File: config.mk
export PLATFORM = sky130hd
export DESIGN_NAME = i2c_slave_read_word
export DESIGN_NICKNAME = d
export VERILOG_FILES = /design/src/rtl/i2c_pkg.sv /design/src/rtl/i2c_line_filter.sv /design/src/rtl/i2c_slave_read_word.sv
export SDC_FILE = /design/constraint.sdc
export NUM_CORES = 1
export LEC_CHECK = 0
export ABC_AREA = 1
export CAP_MARGIN = 20
export CORE_MARGIN = 1
export CORE_UTILIZATION = 54
export DETAILED_ROUTE_END_ITERATION = 8
export PLACE_DENSITY = 0.77
export SYNTH_ARGS = -nofsm -noshare
export SYNTH_HDL_FRONTEND = slang
export SYNTH_SLANG_ARGS = --single-unit
File: constraint.sdc
create_clock -name clock -period 1.7 [get_ports clock]
set_input_delay 0.51 -clock clock [delete_from_list [all_inputs] [get_ports clock]]
set_output_delay 0.51 -clock clock [all_outputs]
set_load 0.005 [all_outputs]
File: src/rtl/i2c_pkg.sv
// -----------------------------------------------------------------------------
// i2c_pkg
// Shared definitions for the I2C single-word read receiver:
//   - state_t    : receiver FSM state encoding
//   - ERR_*      : values reported on error_code
// -----------------------------------------------------------------------------
package i2c_pkg;

    typedef enum logic [1:0] {
        ST_IDLE  = 2'd0,   // not armed, waiting for enable
        ST_ARMED = 2'd1,   // armed, waiting for the first SCL rise
        ST_HIGH  = 2'd2,   // SCL high after a sampled bit
        ST_LOW   = 2'd3    // SCL low between bits
    } state_t;

    localparam logic [1:0] ERR_NONE  = 2'b00;   // transfer completed normally
    localparam logic [1:0] ERR_START = 2'b01;   // SDA fell while SCL high
    localparam logic [1:0] ERR_STOP  = 2'b10;   // SDA rose while SCL high

endpackage : i2c_pkg

File: src/rtl/i2c_line_filter.sv
// -----------------------------------------------------------------------------
// i2c_line_filter
// Glitch filter for one raw I2C line. The filtered output only adopts the raw
// value after FILTER_LEN consecutive samples that differ from the current
// output; any sample agreeing with the output restarts the count.
//
// Ports:
//   i_clock     system clock (rising edge)
//   i_reset_n   asynchronous active-low reset (output resets to 1, bus idle)
//   i_raw       raw line sample
//   o_filtered  filtered line value
// -----------------------------------------------------------------------------
module i2c_line_filter #(
    parameter int FILTER_LEN = 3
) (
    input  logic i_clock,
    input  logic i_reset_n,
    input  logic i_raw,
    output logic o_filtered
);

    localparam int CNT_W = (FILTER_LEN > 1) ? $clog2(FILTER_LEN) : 1;
    localparam logic [CNT_W-1:0] CNT_LAST = CNT_W'(FILTER_LEN - 1);

    logic             r_out;
    logic [CNT_W-1:0] r_cnt;

    // r_cnt holds how many differing samples were already seen; the sample
    // that brings the run to FILTER_LEN flips the output directly.
    always_ff @(posedge i_clock or negedge i_reset_n) begin
        if (!i_reset_n) begin
            r_out <= 1'b1;
            r_cnt <= '0;
        end else if (i_raw == r_out) begin
            r_cnt <= '0;
        end else if (r_cnt == CNT_LAST) begin
            r_out <= i_raw;
            r_cnt <= '0;
        end else begin
            r_cnt <= r_cnt + 1'b1;
        end
    end

    assign o_filtered = r_out;

endmodule : i2c_line_filter

File: src/rtl/i2c_slave_read_word.sv
// -----------------------------------------------------------------------------
// i2c_slave_read_word
// Receives one DATA_WIDTH-bit word from a raw I2C bus after a one-cycle
// enable. Bits are sampled on filtered SCL rising edges; the word completes
// on the SCL fall after the last bit. An SDA change while SCL is high
// (START/STOP condition) ends the transfer with an error.
//
// Parameters:
//   DATA_WIDTH  bits per transfer (1..32)
//   MSB_FIRST   1: first bit lands in data[DATA_WIDTH-1]; 0: in data[0]
//   FILTER_LEN  consecutive equal samples before a filtered line changes
//
// Ports:
//   clock       system clock (rising edge)
//   reset_n     asynchronous active-low reset
//   enable      one-cycle arm request, honoured only when idle
//   abort       return to idle, no finish pulse, data/error kept
//   scl, sda    raw I2C lines
//   data        last successfully completed word
//   finish      one-cycle pulse at end of transfer (success or error)
//   error       last transfer ended abnormally
//   error_code  ERR_NONE / ERR_START / ERR_STOP
//   busy        high whenever the receiver is not idle
// -----------------------------------------------------------------------------
module i2c_slave_read_word
    import i2c_pkg::*;
#(
    parameter int DATA_WIDTH = 8,
    parameter int MSB_FIRST  = 1,
    parameter int FILTER_LEN = 3
) (
    input  logic                  clock,
    input  logic                  reset_n,
    input  logic                  enable,
    input  logic                  abort,
    input  logic                  scl,
    input  logic                  sda,
    output logic [DATA_WIDTH-1:0] data,
    output logic                  finish,
    output logic                  error,
    output logic [1:0]            error_code,
    output logic                  busy
);

    localparam int CNT_W = $clog2(DATA_WIDTH + 1);
    localparam logic [CNT_W-1:0] CNT_FULL = CNT_W'(DATA_WIDTH);

    // Filtered lines and edge detection
    logic w_scl_f;
    logic w_sda_f;
    logic r_scl_f_d;
    logic r_sda_f_d;
    logic w_rise;
    logic w_fall;
    logic w_sda_chg;

    // State and datapath registers with their next values
    state_t                r_state;
    state_t                w_state_next;
    logic [DATA_WIDTH-1:0] r_shift;
    logic [DATA_WIDTH-1:0] w_shift_next;
    logic [DATA_WIDTH-1:0] w_shift_in;
    logic [CNT_W-1:0]      r_cnt;
    logic [CNT_W-1:0]      w_cnt_next;
    logic [DATA_WIDTH-1:0] r_data;
    logic [DATA_WIDTH-1:0] w_data_next;
    logic                  r_finish;
    logic                  w_finish_next;
    logic                  r_error;
    logic                  w_error_next;
    logic [1:0]            r_code;
    logic [1:0]            w_code_next;

    i2c_line_filter #(.FILTER_LEN(FILTER_LEN)) u_scl_filter (
        .i_clock    (clock),
        .i_reset_n  (reset_n),
        .i_raw      (scl),
        .o_filtered (w_scl_f)
    );

    i2c_line_filter #(.FILTER_LEN(FILTER_LEN)) u_sda_filter (
        .i_clock    (clock),
        .i_reset_n  (reset_n),
        .i_raw      (sda),
        .o_filtered (w_sda_f)
    );

    assign w_rise    =  w_scl_f & ~r_scl_f_d;
    assign w_fall    = ~w_scl_f &  r_scl_f_d;
    assign w_sda_chg =  w_sda_f ^  r_sda_f_d;

    // Shift register with the new bit inserted at the configured end.
    // The single-bit case is split out so no zero-width slice is formed.
    generate
        if (DATA_WIDTH == 1) begin : g_shift_single
            assign w_shift_in = w_sda_f;
        end else if (MSB_FIRST != 0) begin : g_shift_msb
            assign w_shift_in = {r_shift[DATA_WIDTH-2:0], w_sda_f};
        end else begin : g_shift_lsb
            assign w_shift_in = {w_sda_f, r_shift[DATA_WIDTH-1:1]};
        end
    endgenerate

    always_ff @(posedge clock or negedge reset_n) begin
        if (!reset_n) begin
            r_state   <= ST_IDLE;
            r_scl_f_d <= 1'b1;
            r_sda_f_d <= 1'b1;
            r_shift   <= '0;
            r_cnt     <= '0;
            r_data    <= '0;
            r_finish  <= 1'b0;
            r_error   <= 1'b0;
            r_code    <= ERR_NONE;
        end else begin
            r_state   <= w_state_next;
            r_scl_f_d <= w_scl_f;
            r_sda_f_d <= w_sda_f;
            r_shift   <= w_shift_next;
            r_cnt     <= w_cnt_next;
            r_data    <= w_data_next;
            r_finish  <= w_finish_next;
            r_error   <= w_error_next;
            r_code    <= w_code_next;
        end
    end

    always_comb begin
        w_state_next  = r_state;
        w_shift_next  = r_shift;
        w_cnt_next    = r_cnt;
        w_data_next   = r_data;
        w_finish_next = 1'b0;
        w_error_next  = r_error;
        w_code_next   = r_code;

        if (abort) begin
            // Abort overrides everything: leave data and error untouched.
            w_state_next = ST_IDLE;
        end else begin
            case (r_state)
                ST_IDLE: begin
                    if (enable) begin
                        w_state_next = ST_ARMED;
                        w_error_next = 1'b0;
                        w_code_next  = ERR_NONE;
                        w_cnt_next   = '0;
                        w_shift_next = '0;
                    end
                end
                ST_ARMED, ST_LOW: begin
                    if (w_rise) begin
                        w_shift_next = w_shift_in;
                        if (r_cnt != CNT_FULL) begin
                            w_cnt_next = r_cnt + 1'b1;
                        end
                        w_state_next = ST_HIGH;
                    end
                end
                ST_HIGH: begin
                    // An SCL fall takes priority: SDA may legally move with it.
                    if (w_fall) begin
                        if (r_cnt == CNT_FULL) begin
                            w_state_next  = ST_IDLE;
                            w_data_next   = r_shift;
                            w_finish_next = 1'b1;
                        end else begin
                            w_state_next = ST_LOW;
                        end
                    end else if (w_sda_chg) begin
                        w_state_next  = ST_IDLE;
                        w_finish_next = 1'b1;
                        w_error_next  = 1'b1;
                        w_code_next   = w_sda_f ? ERR_STOP : ERR_START;
                    end
                end
                default: begin
                    w_state_next = ST_IDLE;
                end
            endcase
        end
    end

    assign data       = r_data;
    assign finish     = r_finish;
    assign error      = r_error;
    assign error_code = r_code;
    assign busy       = (r_state != ST_IDLE);

endmodule : i2c_slave_read_word

==> flow_metrics.py <==
metrics = {
    "run_status": {
        "outcome": "finished with violations",
        "failed_checks": "design-rule violations",
    },
    "worst_hold_path": {
        "min_path_type": "register to register",
    },
    "layout": {
        "finalNetCount": 212,
        "layout-area-overhead-vs-synth_pct": 18.3,
        "insertedDiodeCount": 0,
        "drive_above_1_share": 0.195,
        "multi_input_combinational_cell_area_um2": 642,
        "seq_area_um2": 856,
        "n_fill_cell": 228,
        "finish.cell_count_without_fillers": 236,
    },
    "critical_path": {
        "cp-end-kind": "primary output",
        "critical_path_peak_fanout": 2,
        "critical_path_arrival_ns": 1.11,
        "critical_path_required_ns": 1.19,
        "crit_type": "register to primary output",
        "worstSetupStartpointType": "register",
    },
    "route": {
        "routed_wire_length_per_instance_um": 12.1,
        "drt.antenna.violating_nets": 0,
        "drt_pass1_iterations": 6,
        "vias_after_detailed_routing": 1201,
        "drc": 2,
        "wl_mm": 2.85,
        "dr.first_iter.drc_count": 39,
        "post_drt_via_cell_ratio": 5.09,
    },
    "cts": {
        "htree_num_levels": 2,
        "clock-sinks": 34,
        "clk_pin_slew_worst_paths_ns": 0.10,
        "clockBufferDepth": 2,
        "cts_made_buffers": 5,
        "hold_fix_buffer_count_after_cts": 0,
        "cts-root-buf": "sky130_fd_sc_hd__clkbuf_4",
        "cts_tree": "yes",
        "clk-insertion-delay-late_ns": 0.33,
    },
    "timing": {
        "final_hold_violation_count": 0,
        "layout_min_cycle_time_ns": 1.62,
        "setup_viol_count_final": 0,
        "max_slew_margin": 0.798,
        "worst_slew_pin_slew_ns": 0.302,
        "worst_case_setup_margin_in_the_final_layout_ns": 0.0813,
        "fin_skew_ns": 0.00900,
        "timing.fmax_ghz": 0.618,
        "final.period_utilization": 0.952,
        "rsz0062_at_grt": "false",
        "worst_hold_slack_ns": 0.417,
        "report.final.slew_viol_count": 0,
    },
    "synthesis": {
        "postSynthRegisterBits": 34,
        "synth.cell_area_um2": 1640,
        "synth_enable_flop_cells": 0,
        "async_flop_share": 1.00,
        "synth_top_cells_by_count": "sky130_fd_sc_hd__nand2_1 (42), sky130_fd_sc_hd__dfrtp_1 (30), sky130_fd_sc_hd__inv_1 (25), sky130_fd_sc_hd__nand3_1 (16), sky130_fd_sc_hd__o21ai_2 (12)",
        "synth_seq_area_share": 0.523,
        "synth_fp_nets": 184,
        "yosysTopAreaCell": "sky130_fd_sc_hd__dfrtp_1",
        "synthCells": 176,
        "syn_area_per_cell_um2": 9.30,
        "synth-main-ff-cell": "sky130_fd_sc_hd__dfrtp_1",
        "synth_warnings": 0,
        "synth_most_common_cell": "sky130_fd_sc_hd__nand2_1",
        "synth.top_cell.area_share": 0.459,
        "post_synth_main_area_contributors": "sky130_fd_sc_hd__dfrtp_1 (46%), sky130_fd_sc_hd__nand2_1 (9.6%), sky130_fd_sc_hd__dfstp_2 (6.4%), sky130_fd_sc_hd__o21ai_2 (6.4%), sky130_fd_sc_hd__inv_1 (5.7%)",
        "unique_cell_type_count_in_the_yosys_netlist": 27,
    },
    "placed_design": {
        "preCtsSetupSlack_ns": -0.121,
        "gp_congestion": 0.880,
        "placedCellCount": 227,
        "io_buffers": 18,
        "dp_hpwl_mm": 2.07,
    },
    "floorplan": {
        "die_width_um": 57.1,
        "initial_utilization": 0.583,
        "core_region_area_um2": 2810,
        "die-height_um": 57.1,
        "fp-row-count": 19,
        "die_area_um2": 3250,
        "pin_count": 19,
    },
    "global_routing": {
        "grt_util_met3": 0.0771,
        "globalRouteMet1Util": 0.260,
        "global_route.peak_usage_layer": "met2",
        "pin_count_of_the_biggest_net_entering_global_routing": 35,
        "gr-usage-met2": 0.331,
        "first_global_vias": 1152,
        "globalRouteTotalUtil": 0.210,
        "globalRoute.totalOverflow": 0,
        "antenna_violations_before_repair": 0,
        "global_route_wire_length_before_repair_mm": 5.03,
    },
    "job": {
        "cap_violations": 0,
    },
    "pwr": {
        "leakage_nw": 1.00,
        "power-per-cell-area_nw_per_um2": 1290,
        "peak_supply_drop_mv": 0.754,
    },
}
==> sequential cells by signal (all words and copies together) (netlist names) <==
name,flops
finish,1
r_shift,8
r_scl_f_d,1
r_sda_f_d,1
r_state,2
error_code,2
u_sda_filter.r_cnt,2
u_sda_filter.o_filtered,1
data,8
r_cnt,4
error,1
u_scl_filter.o_filtered,1
u_scl_filter.r_cnt,2
==> cells by family after synthesis <==
family,Yosys count,share of synthesized area
adder cells (fa/ha/maj),2,0.0153
buffers and inverters,30,0.0864
AO/OA/AOI/OAI,24,0.102
AND/OR/NAND/NOR,82,0.252
flip-flops,34,0.523
XOR/XNOR,4,0.0214
==> per-layer routing <==
metal	wire length (um)	up-vias
li1	-	615
met1	1270	560
met2	1440	22
met3	109	4
met4	32	0
met5	0	-
==> metrics by stage <==
step	area (um2)	power, mW	utilization	TNS, ns
after floorplan	1640	1.78	-	0
after global placement	1880	2.01	0.669	-1.19
after detailed placement	1880	2.06	0.669	-1.91
after CTS	1930	2.52	0.689	0
after global routing	1940	2.70	0.690	0
final	1940	2.50	0.690	0
==> timing repair <==
item / in CTS / in global routing
gates cloned: 0 / 0
buffers inserted: 1 / 0
endpoints found under the hold margin: 0 / 0
resized for setup: 13 / 2
pin swaps: 1 / 0
endpoints found under the setup margin: 12 / 2
==> critical path: stages (launching register included) <==
cell and delay (ns):
sky130_fd_sc_hd__dfrtp_1 0.40, sky130_fd_sc_hd__nor2_2 0.12, sky130_fd_sc_hd__inv_1 0.05, sky130_fd_sc_hd__clkdlybuf4s15_1 0.20
==> cell usage in the layout, fill, tap and decap left out, drive strengths merged, types with 4 or more instances in the layout <==
cell | synthesis | routed
buf | 2 | 6
dfrtp | 30 | 30
dfstp | 4 | 4
o21ai | 22 | 22
nand3 | 19 | 19
clkbuf | 1 | 7
dlygate4sd2 | 0 | 11
nor2 | 11 | 11
clkdlybuf4s50 | 0 | 5
nor3 | 5 | 5
nand2 | 46 | 46
inv | 26 | 26
==> report_power, final <==
part | internal (mW) | total, mW | switching [mW]
Clock | 0.200 | 0.459 | 0.259
Sequential | 1.01 | 1.14 | 0.130
Combinational | 0.356 | 0.898 | 0.542
Total | 1.57 | 2.50 | 0.931
==> worst paths after layout <==
kind	startpoint	slack (ns)	to	cells after the start
max	r_state[0]	0.08	busy	3
min	u_sda_filter.o_filtered	0.42	r_sda_f_d	0
max reg2reg	r_cnt[0]	0.13	data[0]	7
min reg2reg	u_sda_filter.o_filtered	0.42	r_sda_f_d	0
max in group asynchronous	reset_n	0.91	u_sda_filter.o_filtered	2
min in group asynchronous	reset_n	0.53	r_state[1]	2
==> layout make-up <==
| cell class | count | share of cell area |
|---|---|---|
| inverter | 27 | 0.0523 |
| clock buffer | 7 | 0.0284 |
| multi-input combinational | 112 | 0.331 |
| sequential | 34 | 0.442 |
| timing repair buffer | 24 | 0.123 |
| clock inverter | 1 | 0.00258 |
| tap | 31 | 0.0200 |
Power figures use the tool's default switching activity.
==> variant 1, RTL diff (same settings) <==
Register the output `error_code` once more, without a reset; this adds one clock of latency there. The other outputs are not delayed to match.
--- a/src/rtl/i2c_slave_read_word.sv
+++ b/src/rtl/i2c_slave_read_word.sv
@@ -186,3 +186,5 @@
     assign error      = r_error;
-    assign error_code = r_code;
+    always_ff @(posedge clock) begin
+        error_code <= r_code;
+    end
     assign busy       = (r_state != ST_IDLE);
Check against the original RTL: not equivalent (Yosys sat finds a counterexample within 10 cycles, from zero or initial values and one cycle with reset_n low).
==> variant 1 against the unedited design <==
Critical path depth is 2 lower. Sequential power is 6% higher. Count of clock-buffer cells in the layout is 1 higher. Routed wire length is 11% higher. Setup slack worse by 0.028 ns. Via count is 4.1% higher. Sequential cell count is 2 higher. Critical path type unchanged. Global-route usage is 2.4 points higher. Area after synthesis is 1.8% lower. Maximum frequency is 1.7% lower. Total power is 2.4% higher. Final area is 1.0% higher. Clock power is 3% higher.
==> variant 1: results (changes against the unedited design) <==
| Metric | Value |
|---|---|
| Run status | complete, no violations |
| Combinational Power Share | 0.343 (-0.016) |
| Async S/R FF share, synth | 0.944 (-0.0556) |
| Sequential cell area fraction in the yosys report | 0.557 (+0.0343) |
| Worst setup path endpoint | error_code[1] |
| Worst clock skew | 0.0135 ns (+0.00448 ns) |
| Share of cells above drive strength 1 | 0.200 (+0.00488) |
| Drt first-iter violations | 38 (-2.6%) |
| Layout Nets | 217 (+2.4%) |
| Crit path max-delay family | buffers and inverters |
| Post-synthesis cell type count | 25 (-7.4%) |
| Detailed Place HPWL | 2320 um (+12%) |
| Slowest library cell on the worst path | clkdlybuf4s50_1 |
| Drt pass-1 iters | 4 (-2) |
| Start point of the critical path | error_code[1]$_DFF_P_ |
| FF-to-FF setup slack | 0.17 ns (+0.04 ns) |
| RD Place Congestion | 0.909 (+3.3%) |
| Worst IR drop on VDD | 0.978 mV (+30%) |
| Launching point of the worst reg2reg path | r_state[0]$_DFFE_PN0P_ |
| Reg2reg end | data[5]$_DFFE_PN0P_ |
| First-pass GRT wire length | 5610 um (+12%) |
| Number of global-route vias before repair | 1342 (+16%) |
| Worst slew pin tran | 0.286 ns (-0.0165 ns) |
| Overall power | 2.56 mW (+2.4%) |
| Drt total wl | 3160 um (+11%) |
| Post-CTS Resized | 11 (-2) |
| Total Routing Usage GR | 0.235 (+0.0242) |
| Lkg Pwr | 1.03 nW (+2.2%) |
| Sw Share | 0.364 (-0.00858) |
| Met2 usage | 0.383 (+0.0521) |
| Crit-path max FO | 1 (-1) |
| Clk pwr share | 0.186 (+0.002) |
| Synth cell count leaders | nand2_1 (43), dfrtp_1 (30), inv_1 (28) |
| Largest net degree at the start of global routing | 21 (-40%) |
| Vias per inst | 5.19 (+1.9%) |
[variant 1: cell count changes after synthesis, moves of 2 or more]
cell and change:
nand3_1 -2, o21ai_1 +2, nand2_4 -2, inv_1 +3, dfxtp_1 +2, nand2_2 +2
o21ai_2 -5, o21ai_0 +7, a21oi_1 +2, nor2_1 -7, xor2_1 -2
[variant 1: metrics by stage]
| stage | hold slack, ns | worst slack (ns) | cells |
|---|---|---|---|
| finish | 0.382 | 0.0531 | 241 |
| global route | 0.388 | 0.0114 | 241 |
| CTS | 0.385 | -0.00963 | 240 |
| detailed placement | 0.358 | -0.0997 | 228 |
| global placement | 0.354 | -0.0698 | 228 |
| floorplan | 0.214 | 0.375 | 176 |
[variant 1: cell families after synthesis]
family,count (synthesis),synth area share
flops,36,0.557
compound gates,30,0.111
fa+ha+maj,2,0.0156
simple gates,72,0.214
xor+xnor,2,0.0109
buf+inv,34,0.0911
[variant 1: cell type report]
type / count / area (um^2)
timing repair buffer: 30 / 277
clock buffer: 8 / 58.8
fill: 222 / 825
inverter: 30 / 113
multi-input combinational: 106 / 573
sequential: 36 / 897
tap: 31 / 38.8
[variant 1: how the worst min path moves through the flow]
stage                           from               endpoint
3_5_place_dp   r_code[0]$_DFFE_PN0P_  error_code[0]$_DFF_P_
3_3_place_gp   r_code[0]$_DFFE_PN0P_  error_code[0]$_DFF_P_
6_report       r_code[1]$_DFFE_PN0P_  error_code[1]$_DFF_P_
2_1_floorplan                reset_n    data[0]$_DFFE_PN0P_
4_1_cts        r_code[1]$_DFFE_PN0P_  error_code[1]$_DFF_P_
5_1_grt        r_code[1]$_DFFE_PN0P_  error_code[1]$_DFF_P_
[variant 1: layer usage]
metal | share of wire | wire (um)
met5 | 0 | 0
met3 | 0.034 | 108
met1 | 0.41 | 1310
met4 | 0.031 | 97
met2 | 0.52 | 1640
==> variant 2, RTL diff (config.mk and constraints unchanged) <==
Without the edit above. The parameter `DATA_WIDTH` goes from 8 to 4.
--- a/src/rtl/i2c_slave_read_word.sv
+++ b/src/rtl/i2c_slave_read_word.sv
@@ -27,3 +27,3 @@
 #(
-    parameter int DATA_WIDTH = 8,
+    parameter int DATA_WIDTH = 4,
     parameter int MSB_FIRST  = 1,
Interface: changed (resized data); port bits go from 19 to 15. No check against the original RTL was run, so the function may have changed too.
==> variant 2 against the unedited design <==
Synthesized cell count decreased by 20%. Sequential share of layout area fell by 1.9 points. Area after synthesis down 26%. Final area shrank 23%. First-iteration DRC count grew 13%. Setup slack improved by 0.087 ns. Total power down 20%. Routed wire length fell by 23%. Combinational power fell by 9.1%. Sequential cell count shrank 9. Worst hold slack worse by 0.013 ns. Die area decreased by 25%. Critical path type unchanged. Highest routed layer unchanged.
==> variant 2: results (changes against the unedited design) <==
| Metric | Value |
|---|---|
| Run status | complete, no violations |
| Share of cells above drive strength 1 | 0.205 (+0.00956) |
| Largest cells by area after synthesis | dfrtp_1 (44%), nand2_1 (15%), dfstp_2 (8.7%), nand3_1 (7.9%), inv_1 (4.0%) |
| Clock buffer cells | 4 (-3) |
| Total CTS buffers | 3 (-2) |
| Lkg Pwr | 0.885 nW (-12%) |
| FF-to-FF setup slack | 0.18 ns (+0.05 ns) |
| Synth cell count leaders | nand2_1 (48), dfrtp_1 (21), nand3_1 (19) |
| RD Place Congestion | 0.837 (-4.9%) |
| Placed Area | 1410 um^2 (-25%) |
| Detailed Place HPWL | 1650 um (-20%) |
| Post-route cell area | 1490 um^2 (-23%) |
| H-tree depth | 1 (-1) |
| Buffer share of cell area | 0.159 (+0.0359) |
| Layout Nets | 180 (-15%) |
| Reg power frac | 0.460 (+0.003) |
| Place WS | -0.0492 ns (+0.0716 ns) |
| Multi-input comb cells | 98 (-13%) |
| Clock latency on the worst-skew pair | 0.31 ns (-0.02 ns) |
| Non-clk invs | 17 (-37%) |
| GR Util met3 | 0.0405 (-0.0366) |
| WHS | 0.404 ns (-0.0129 ns) |
| Total Routing Usage GR | 0.213 (+0.00254) |
| Post-Syn Instances | 141 (-20%) |
| Worst clock skew | 0.00186 ns (-0.00714 ns) |
| GR Util met1 | 0.244 (-0.0160) |
| Largest net degree at the start of global routing | 26 (-26%) |
| Sequential cell area fraction in the yosys report | 0.523 (about the same) |
## variant 2: worst max path at each step
stage / start / endpoint / slack, ns
2_1_floorplan: r_cnt[0]$_DFFE_PN0P_ / data[0]$_DFFE_PN0P_ / 0.49
3_3_place_gp: abort / r_cnt[2]$_DFFE_PN0P_ / 0.03
3_5_place_dp: abort / r_cnt[2]$_DFFE_PN0P_ / -0.05
4_1_cts: data[3]$_DFFE_PN0P_ / data[3] / 0.002
5_1_grt: r_state[0]$_DFFE_PN0P_ / data[2]$_DFFE_PN0P_ / 0.07
6_report: r_state[1]$_DFFE_PN0P_ / busy / 0.17
## variant 2: cells by family after synthesis
logic type	count (synthesis)	synth area share
and+or+nand+nor	88	0.350
xor gates and xnor gates	3	0.0218
buffers and inverters	18	0.0622
DFF	25	0.523
AOI/OAI and AO/OA	5	0.0228
adders and majority gates	2	0.0207
## variant 2: repair_timing
action,CTS,global route
setup endpoints to repair,7,5
endpoints found under the hold margin,0,0
gates resized for setup,5,6
pin swaps,1,1
setup buffers,3,5
